$ cat src/rtl/seg7_pkg.sv
// Shared constants and helpers for the multiplexed 7-segment scan driver.
package seg7_pkg;

    localparam logic [7:0] SEG_BLANK = 8'hFF;

    // Active-low g..a patterns, index = hex value (entry 15 listed first).
    localparam logic [15:0][6:0] SEG_TABLE = {
        7'h0E, 7'h06, 7'h21, 7'h46, 7'h03, 7'h08, 7'h18, 7'h00,
        7'h78, 7'h02, 7'h12, 7'h19, 7'h30, 7'h24, 7'h79, 7'h40
    };

    function automatic int unsigned calc_ticks(input int unsigned clk_hz,
                                               input int unsigned scan_hz);
        return clk_hz / scan_hz;
    endfunction

    function automatic int unsigned width_of(input int unsigned n);
        return (n > 1) ? int'($clog2(n)) : 1;
    endfunction

endpackage

$ cat src/rtl/seg7_scan_driver_if.sv
// Frame-load bus: per-digit nibbles, decimal points, enables, load strobe and ack.
interface seg7_scan_driver_if #(
    parameter int unsigned NUM_DIGITS = 8
);
    logic [4*NUM_DIGITS-1:0] data_i;
    logic [NUM_DIGITS-1:0]   dp_i;
    logic [NUM_DIGITS-1:0]   en_i;
    logic                    load_i;
    logic                    load_ack_o;

    modport master (
        output data_i, dp_i, en_i, load_i,
        input  load_ack_o
    );

    modport slave (
        input  data_i, dp_i, en_i, load_i,
        output load_ack_o
    );
endinterface

$ cat src/rtl/hex_to_seg7.sv
// Combinational hex nibble to active-low g..a segment pattern.
module hex_to_seg7
    import seg7_pkg::*;
(
    input  logic [3:0] nibble_i,
    output logic [6:0] seg_o
);

    assign seg_o = SEG_TABLE[nibble_i];

endmodule

$ cat src/rtl/seg7_scan_driver.sv
// Time-multiplexed common-anode 7-segment driver with frame-synchronous loading.
// Define SEG7_LZ_BLANK_EN to compile in leading-zero blanking.
module seg7_scan_driver
    import seg7_pkg::*;
#(
    parameter int unsigned NUM_DIGITS   = 8,
    parameter int unsigned CLK_HZ       = 100_000_000,
    parameter int unsigned SCAN_HZ      = 1000,
    parameter int unsigned BLANK_CYCLES = 16
) (
    input  logic                  clk,
    input  logic                  rst_n,
    seg7_scan_driver_if.slave     bus,
    output logic [7:0]            SEG,
    output logic [NUM_DIGITS-1:0] AN
);

    localparam int unsigned TICKS = calc_ticks(CLK_HZ, SCAN_HZ);
    localparam int unsigned CNT_W = width_of(TICKS);
    localparam int unsigned IDX_W = width_of(NUM_DIGITS);

    localparam logic [CNT_W-1:0] CNT_LAST  = CNT_W'(TICKS - 1);
    localparam logic [CNT_W-1:0] CNT_BLANK = CNT_W'(BLANK_CYCLES);
    localparam logic [IDX_W-1:0] IDX_LAST  = IDX_W'(NUM_DIGITS - 1);

    if (BLANK_CYCLES >= TICKS) begin : g_bad_blank
        $error("seg7_scan_driver: BLANK_CYCLES must be smaller than CLK_HZ/SCAN_HZ");
    end
    if (NUM_DIGITS < 1 || NUM_DIGITS > 16) begin : g_bad_digits
        $error("seg7_scan_driver: NUM_DIGITS must be in 1..16");
    end

    logic [CNT_W-1:0]            cnt_q, cnt_d;
    logic [IDX_W-1:0]            idx_q, idx_d;
    logic [NUM_DIGITS-1:0][3:0]  stg_data_q, stg_data_d;
    logic [NUM_DIGITS-1:0]       stg_dp_q, stg_dp_d;
    logic [NUM_DIGITS-1:0]       stg_en_q, stg_en_d;
    logic                        pending_q, pending_d;
    logic [NUM_DIGITS-1:0][3:0]  shd_data_q, shd_data_d;
    logic [NUM_DIGITS-1:0]       shd_dp_q, shd_dp_d;
    logic [NUM_DIGITS-1:0]       shd_en_q, shd_en_d;
    logic [7:0]                  seg_q, seg_d;
    logic [NUM_DIGITS-1:0]       an_q, an_d;

    logic                        boundary_c;
    logic                        commit_c;
    logic                        lit_c;
    logic [3:0]                  cur_nib_c;
    logic [6:0]                  cur_pat_c;
    logic [NUM_DIGITS-1:0]       lz_blank_c;
    logic [NUM_DIGITS-1:0][3:0]  in_data_c;

    assign in_data_c      = bus.data_i;
    assign boundary_c     = (cnt_q == CNT_LAST) && (idx_q == IDX_LAST);
    assign commit_c       = boundary_c && (pending_q || bus.load_i);
    assign bus.load_ack_o = commit_c;
    assign SEG            = seg_q;
    assign AN             = an_q;

    // Slot counter and digit index.
    always_comb begin
        cnt_d = cnt_q + 1'b1;
        idx_d = idx_q;
        if (cnt_q == CNT_LAST) begin
            cnt_d = '0;
            idx_d = (idx_q == IDX_LAST) ? '0 : idx_q + 1'b1;
        end
    end

    // Staging captures every load; shadow only changes at a frame boundary.
    always_comb begin
        stg_data_d = stg_data_q;
        stg_dp_d   = stg_dp_q;
        stg_en_d   = stg_en_q;
        pending_d  = pending_q;
        shd_data_d = shd_data_q;
        shd_dp_d   = shd_dp_q;
        shd_en_d   = shd_en_q;
        if (bus.load_i) begin
            stg_data_d = in_data_c;
            stg_dp_d   = bus.dp_i;
            stg_en_d   = bus.en_i;
            pending_d  = 1'b1;
        end
        if (commit_c) begin
            pending_d = 1'b0;
            if (bus.load_i) begin
                shd_data_d = in_data_c;
                shd_dp_d   = bus.dp_i;
                shd_en_d   = bus.en_i;
            end else begin
                shd_data_d = stg_data_q;
                shd_dp_d   = stg_dp_q;
                shd_en_d   = stg_en_q;
            end
        end
    end

`ifdef SEG7_LZ_BLANK_EN
    // Blank zeros from the top down until the first shown enabled digit; digit 0 always shown.
    always_comb begin
        logic above_zero;
        above_zero = 1'b1;
        lz_blank_c = '0;
        for (int k = NUM_DIGITS - 1; k >= 1; k--) begin
            if (shd_en_q[IDX_W'(k)]) begin
                if (above_zero && (shd_data_q[IDX_W'(k)] == 4'h0) && !shd_dp_q[IDX_W'(k)]) begin
                    lz_blank_c[IDX_W'(k)] = 1'b1;
                end else begin
                    above_zero = 1'b0;
                end
            end
        end
    end
`else
    assign lz_blank_c = '0;
`endif

    assign cur_nib_c = shd_data_q[idx_q];

    hex_to_seg7 u_dec (
        .nibble_i (cur_nib_c),
        .seg_o    (cur_pat_c)
    );

    // Next output state: blank gap at slot start, then the selected digit if shown.
    always_comb begin
        seg_d = SEG_BLANK;
        an_d  = '1;
        lit_c = (cnt_q >= CNT_BLANK) && shd_en_q[idx_q] && !lz_blank_c[idx_q];
        if (lit_c) begin
            seg_d        = {~shd_dp_q[idx_q], cur_pat_c};
            an_d[idx_q]  = 1'b0;
        end
    end

    always_ff @(posedge clk or negedge rst_n) begin
        if (!rst_n) begin
            cnt_q      <= '0;
            idx_q      <= '0;
            stg_data_q <= '0;
            stg_dp_q   <= '0;
            stg_en_q   <= '0;
            pending_q  <= 1'b0;
            shd_data_q <= '0;
            shd_dp_q   <= '0;
            shd_en_q   <= '0;
            seg_q      <= SEG_BLANK;
            an_q       <= '1;
        end else begin
            cnt_q      <= cnt_d;
            idx_q      <= idx_d;
            stg_data_q <= stg_data_d;
            stg_dp_q   <= stg_dp_d;
            stg_en_q   <= stg_en_d;
            pending_q  <= pending_d;
            shd_data_q <= shd_data_d;
            shd_dp_q   <= shd_dp_d;
            shd_en_q   <= shd_en_d;
            seg_q      <= seg_d;
            an_q       <= an_d;
        end
    end

endmodule

$ cat src/flat_wrapper.sv
// flat-port wrapper written by rule: the top's interface ports become plain ports
module seg7_scan_driver_flat import seg7_pkg::*;
#(
    parameter int unsigned NUM_DIGITS   = 8,
    parameter int unsigned CLK_HZ       = 100_000_000,
    parameter int unsigned SCAN_HZ      = 1000,
    parameter int unsigned BLANK_CYCLES = 16
)
  (clk, rst_n, SEG, AN, bus_data_i, bus_dp_i, bus_en_i, bus_load_i, bus_load_ack_o);
  seg7_scan_driver_if #(.NUM_DIGITS(NUM_DIGITS)) bus_i ();
  input  logic clk;
  input  logic rst_n;
  output logic [7:0] SEG;
  output logic [NUM_DIGITS-1:0] AN;
  input wire logic [$bits(bus_i.data_i)-1:0] bus_data_i;
  input wire logic [$bits(bus_i.dp_i)-1:0] bus_dp_i;
  input wire logic [$bits(bus_i.en_i)-1:0] bus_en_i;
  input wire logic [$bits(bus_i.load_i)-1:0] bus_load_i;
  output wire logic [$bits(bus_i.load_ack_o)-1:0] bus_load_ack_o;
  assign bus_i.data_i = bus_data_i;
  assign bus_i.dp_i = bus_dp_i;
  assign bus_i.en_i = bus_en_i;
  assign bus_i.load_i = bus_load_i;
  assign bus_load_ack_o = bus_i.load_ack_o;
  seg7_scan_driver #(.NUM_DIGITS(NUM_DIGITS), .CLK_HZ(CLK_HZ), .SCAN_HZ(SCAN_HZ), .BLANK_CYCLES(BLANK_CYCLES)) u_core (.clk(clk), .rst_n(rst_n), .bus(bus_i), .SEG(SEG), .AN(AN));
endmodule
$ cat config.mk
export PLATFORM = sky130hd
export DESIGN_NAME = seg7_scan_driver_flat
export DESIGN_NICKNAME = d
export VERILOG_FILES = /design/src/rtl/seg7_pkg.sv /design/src/rtl/seg7_scan_driver_if.sv /design/src/rtl/hex_to_seg7.sv /design/src/rtl/seg7_scan_driver.sv /design/src/flat_wrapper.sv
export SDC_FILE = /design/constraint.sdc
export NUM_CORES = 1
export LEC_CHECK = 0
export CORE_MARGIN = 3
export CORE_UTILIZATION = 30
export CTS_CLUSTER_DIAMETER = 40
export DETAILED_ROUTE_END_ITERATION = 10
export PLACE_DENSITY = 0.52
export SLEW_MARGIN = 20
export SYNTH_ARGS = -nofsm -noshare
export SYNTH_HDL_FRONTEND = slang
export SYNTH_HIERARCHICAL = 1
export SYNTH_SLANG_ARGS = --single-unit
$ cat constraint.sdc
create_clock -name clk -period 6.85 [get_ports clk]
set_input_delay 1.0275 -clock clk [delete_from_list [all_inputs] [get_ports clk]]
set_output_delay 1.0275 -clock clk [all_outputs]
set_load 0.02 [all_outputs]
==> results.json <==
{
  "status": "completed",
  "h-tree-depth": 4,
  "tns_ns": 0,
  "seqCellArea_sq_um": 3350,
  "synth_ff_type": "dfrtp_1",
  "cp-start-kind": "input pin",
  "async_flop_share": 1.00,
  "chipHeight_microns": 146,
  "worst_setup_path_end_kind": "output pin",
  "crit_chain": "buf_2, buf_4, nor2_1, and3b_1, clkdlybuf4s50_1",
  "post_drt_wl_per_cell_microns": 15.1,
  "relSlewSlack": 0.245,
  "worst_ep_required_time_ns": 5.82,
  "switching_power_mw": 0.377,
  "postCtsSetupRepairBufs": 0,
  "port_buffers": 67,
  "syn_avg_cell_area_sq_um": 14.2,
  "p_sw_frac": 0.203,
  "synth_edf_count": 0,
  "cts.repair.resized": 0,
  "numCtsBuffers": 17,
  "wirelength_microns": 11400,
  "yosys_warnings": 6,
  "dpl.hpwl_microns": 7740,
  "intPower_mw": 1.48,
  "ctsRootBufferMaster": "clkbuf_16",
  "min_period_over_period": 0.546,
  "p_comb_frac": 0.049,
  "cpPeakStageDelay_ns": 0.61,
  "cap_violations": 0,
  "hold_viol": 0,
  "yosysSeqAreaShare": 0.573,
  "overflow": 0,
  "drc": 0,
  "cp_max_fo": 49,
  "synth_cell_types": 48,
  "cts_tree": "built",
  "powerDensity_nw_per_um2": 251,
  "p_clk_frac": 0.508,
  "fmax_mhz": 267,
  "criticalPathCategory": "in2out",
  "area_delta_synth_final_pct": 26.5,
  "clockBufferDepth": 2,
  "multi_input_area_sq_um": 2360,
  "drive_gt1_frac": 0.356,
  "fin_util": 0.391,
  "grt_first_pass_wirelength_microns": 19200,
  "die_w_microns": 146,
  "worstSkewPairLatency_ns": 0.41,
  "synthesis.nets": 472,
  "critPathBufInv": 3,
  "pwr-share-seq": 0.442,
  "clk_pin_slew_ns": 0.05,
  "drtPass1Iterations": 6,
  "worstPathArrival_ns": 2.71,
  "crit_family": "buffers and inverters",
  "grt_max_degree": 85,
  "ios": 68,
  "fin_crit_ns": 3.74,
  "std_cell_rows": 50,
  "diodes": 0,
  "nFillCells": 1794,
  "layout_commonest_cell": "dfrtp_1",
  "drt-initial-drc-count": 131,
  "final_nets": 542,
  "cp_slowest_cell": "clkdlybuf4s50_1",
  "setup_viol": 0,
  "hp-class": "reg2reg",
  "layout_common_cells": "dfrtp_1 (117), mux2_2 (85), clkdlybuf4s50_1 (65)",
  "postCtsHoldBufs": 0,
  "grt_usage": 0.114,
  "cts_sinks": 133,
  "fin_skew_ns": 0.0142,
  "tightestPinTransition_ns": 1.13,
  "grt_antenna_before_repair": 0,
  "dieArea_sq_um": 21200,
  "vias": 3390,
  "ant_nets": 0,
  "viasPerCell": 4.50,
  "p_leak_nw": 3.23,
  "peakVddDrop_mv": 0.103,
  "grt_pass1_vias": 3665,
  "routabilityCongestion": 0.761,
  "netlist_area_sq_um": 5840,
  "netlist_instances": 411,
  "synth_seq_cells": 133,
  "core_sq_um": 18900,
  "rsz0062_at_grt": "no",
  "slew_violations": 0,
  "start_util": 0.309
}
synthesized netlist by cell type (8+ instances only):
master	number	area (sq um)
dfrtp_1	117	2930
mux2_2	85	957
mux2_4	20	300
nor2_1	20	75.1
dfstp_2	16	420
nand2_1	11	41.3
ha_1	10	125
clkbuf_1	9	33.8
nand3_1	8	40.0
nand4_1	8	50.1
or2_2	8	50.1
cell families (layout without fill, tap and decap cells):
| family | after synthesis | count (layout) | share of synthesized area |
|---|---|---|---|
| xor gates and xnor gates | 14 | 14 | 0.0210 |
| DFF | 133 | 133 | 0.573 |
| and+or+nand+nor | 85 | 85 | 0.0801 |
| adders and majority gates | 10 | 10 | 0.0214 |
| buffers and inverters | 27 | 110 | 0.0233 |
| AOI/OAI and AO/OA | 23 | 23 | 0.0268 |
| muxes | 119 | 119 | 0.254 |
worst paths after layout:
kind / startpoint / endpoint / slack (ns) / cells past startpoint
worst min-delay path: u_core/cnt_q[0] / u_core/cnt_q[0] / 0.47 / 1
worst min register to register: u_core/cnt_q[0] / u_core/cnt_q[0] / 0.47 / 1
worst max-delay path: bus_load_i / bus_load_ack_o / 3.11 / 5
worst max register to register: u_core/idx_q[1] / u_core/SEG[1] / 3.88 / 8
max in group asynchronous: rst_n / u_core/shd_dp_q[7] / 5.05 / 2
min in group asynchronous: rst_n / u_core/stg_data_q[12] / 0.68 / 1
final cells by class:
| type | count | share of cell area |
|---|---|---|
| Sequential cell | 133 | 0.453 |
| Inverter | 7 | 0.00356 |
| Clock buffer | 22 | 0.0655 |
| Multi-Input combinational cell | 251 | 0.320 |
| Timing Repair Buffer | 71 | 0.0943 |
| Clock inverter | 10 | 0.0195 |
| Tap cell | 260 | 0.0440 |
worst reg2reg max path: cells and delay by family (launching register included):
| family | cells | cell delay [ns] |
|---|---|---|
| mux | 2 | 0.94 |
| compound gates | 2 | 0.30 |
| simple gates | 2 | 0.39 |
| buf+inv | 1 | 0.15 |
| fa+ha+maj | 1 | 0.27 |
| flops | 1 | 0.85 |
metrics by stage:
step / instance area (sq um) / setup WS [ns] / hold WS (ns) / power, mW / instances
6_report: 7390 / 3.11 / 0.474 / 1.86 / 754
5_1_grt: 7390 / 3.01 / 0.509 / 1.94 / 754
4_1_cts: 7380 / 3.10 / 0.477 / 1.89 / 754
3_5_place_dp: 6760 / 3.10 / 0.467 / 0.930 / 722
3_3_place_gp: 6760 / 3.13 / 0.466 / 0.927 / 722
2_1_floorplan: 5840 / 4.11 / 0.413 / 0.872 / 411
power groups by stage:
| stage | Combinational (mW) | Clock, mW | Sequential (mW) |
|---|---|---|---|
| floorplan | 0.0399 | 0 | 0.832 |
| CTS | 0.0955 | 0.972 | 0.821 |
| detailed placement | 0.0951 | 0 | 0.835 |
| finish | 0.0916 | 0.943 | 0.821 |
| global placement | 0.0934 | 0 | 0.834 |
| global route | 0.102 | 1.01 | 0.824 |
state kept, by name, indices dropped and copies added (netlist names):
signal and count:
u_core/AN 8, u_core/cnt_q 17, u_core/stg_dp_q 8, u_core/shd_en_q 8, u_core/shd_data_q 32, u_core/stg_data_q 32, u_core/stg_en_q 8, u_core/SEG 8
u_core/shd_dp_q 8, u_core/pending_q 1, u_core/idx_q 3
layer usage:
metal | track usage | vias up | share of wire
li1 | - | 1603 | -
met1 | 0.151 | 1710 | 0.47
met4 | 0.0366 | 0 | 0.011
met5 | 0 | - | 0
met2 | 0.174 | 70 | 0.47
met3 | 0.0411 | 7 | 0.051
(Power assumes the default switching activity.)
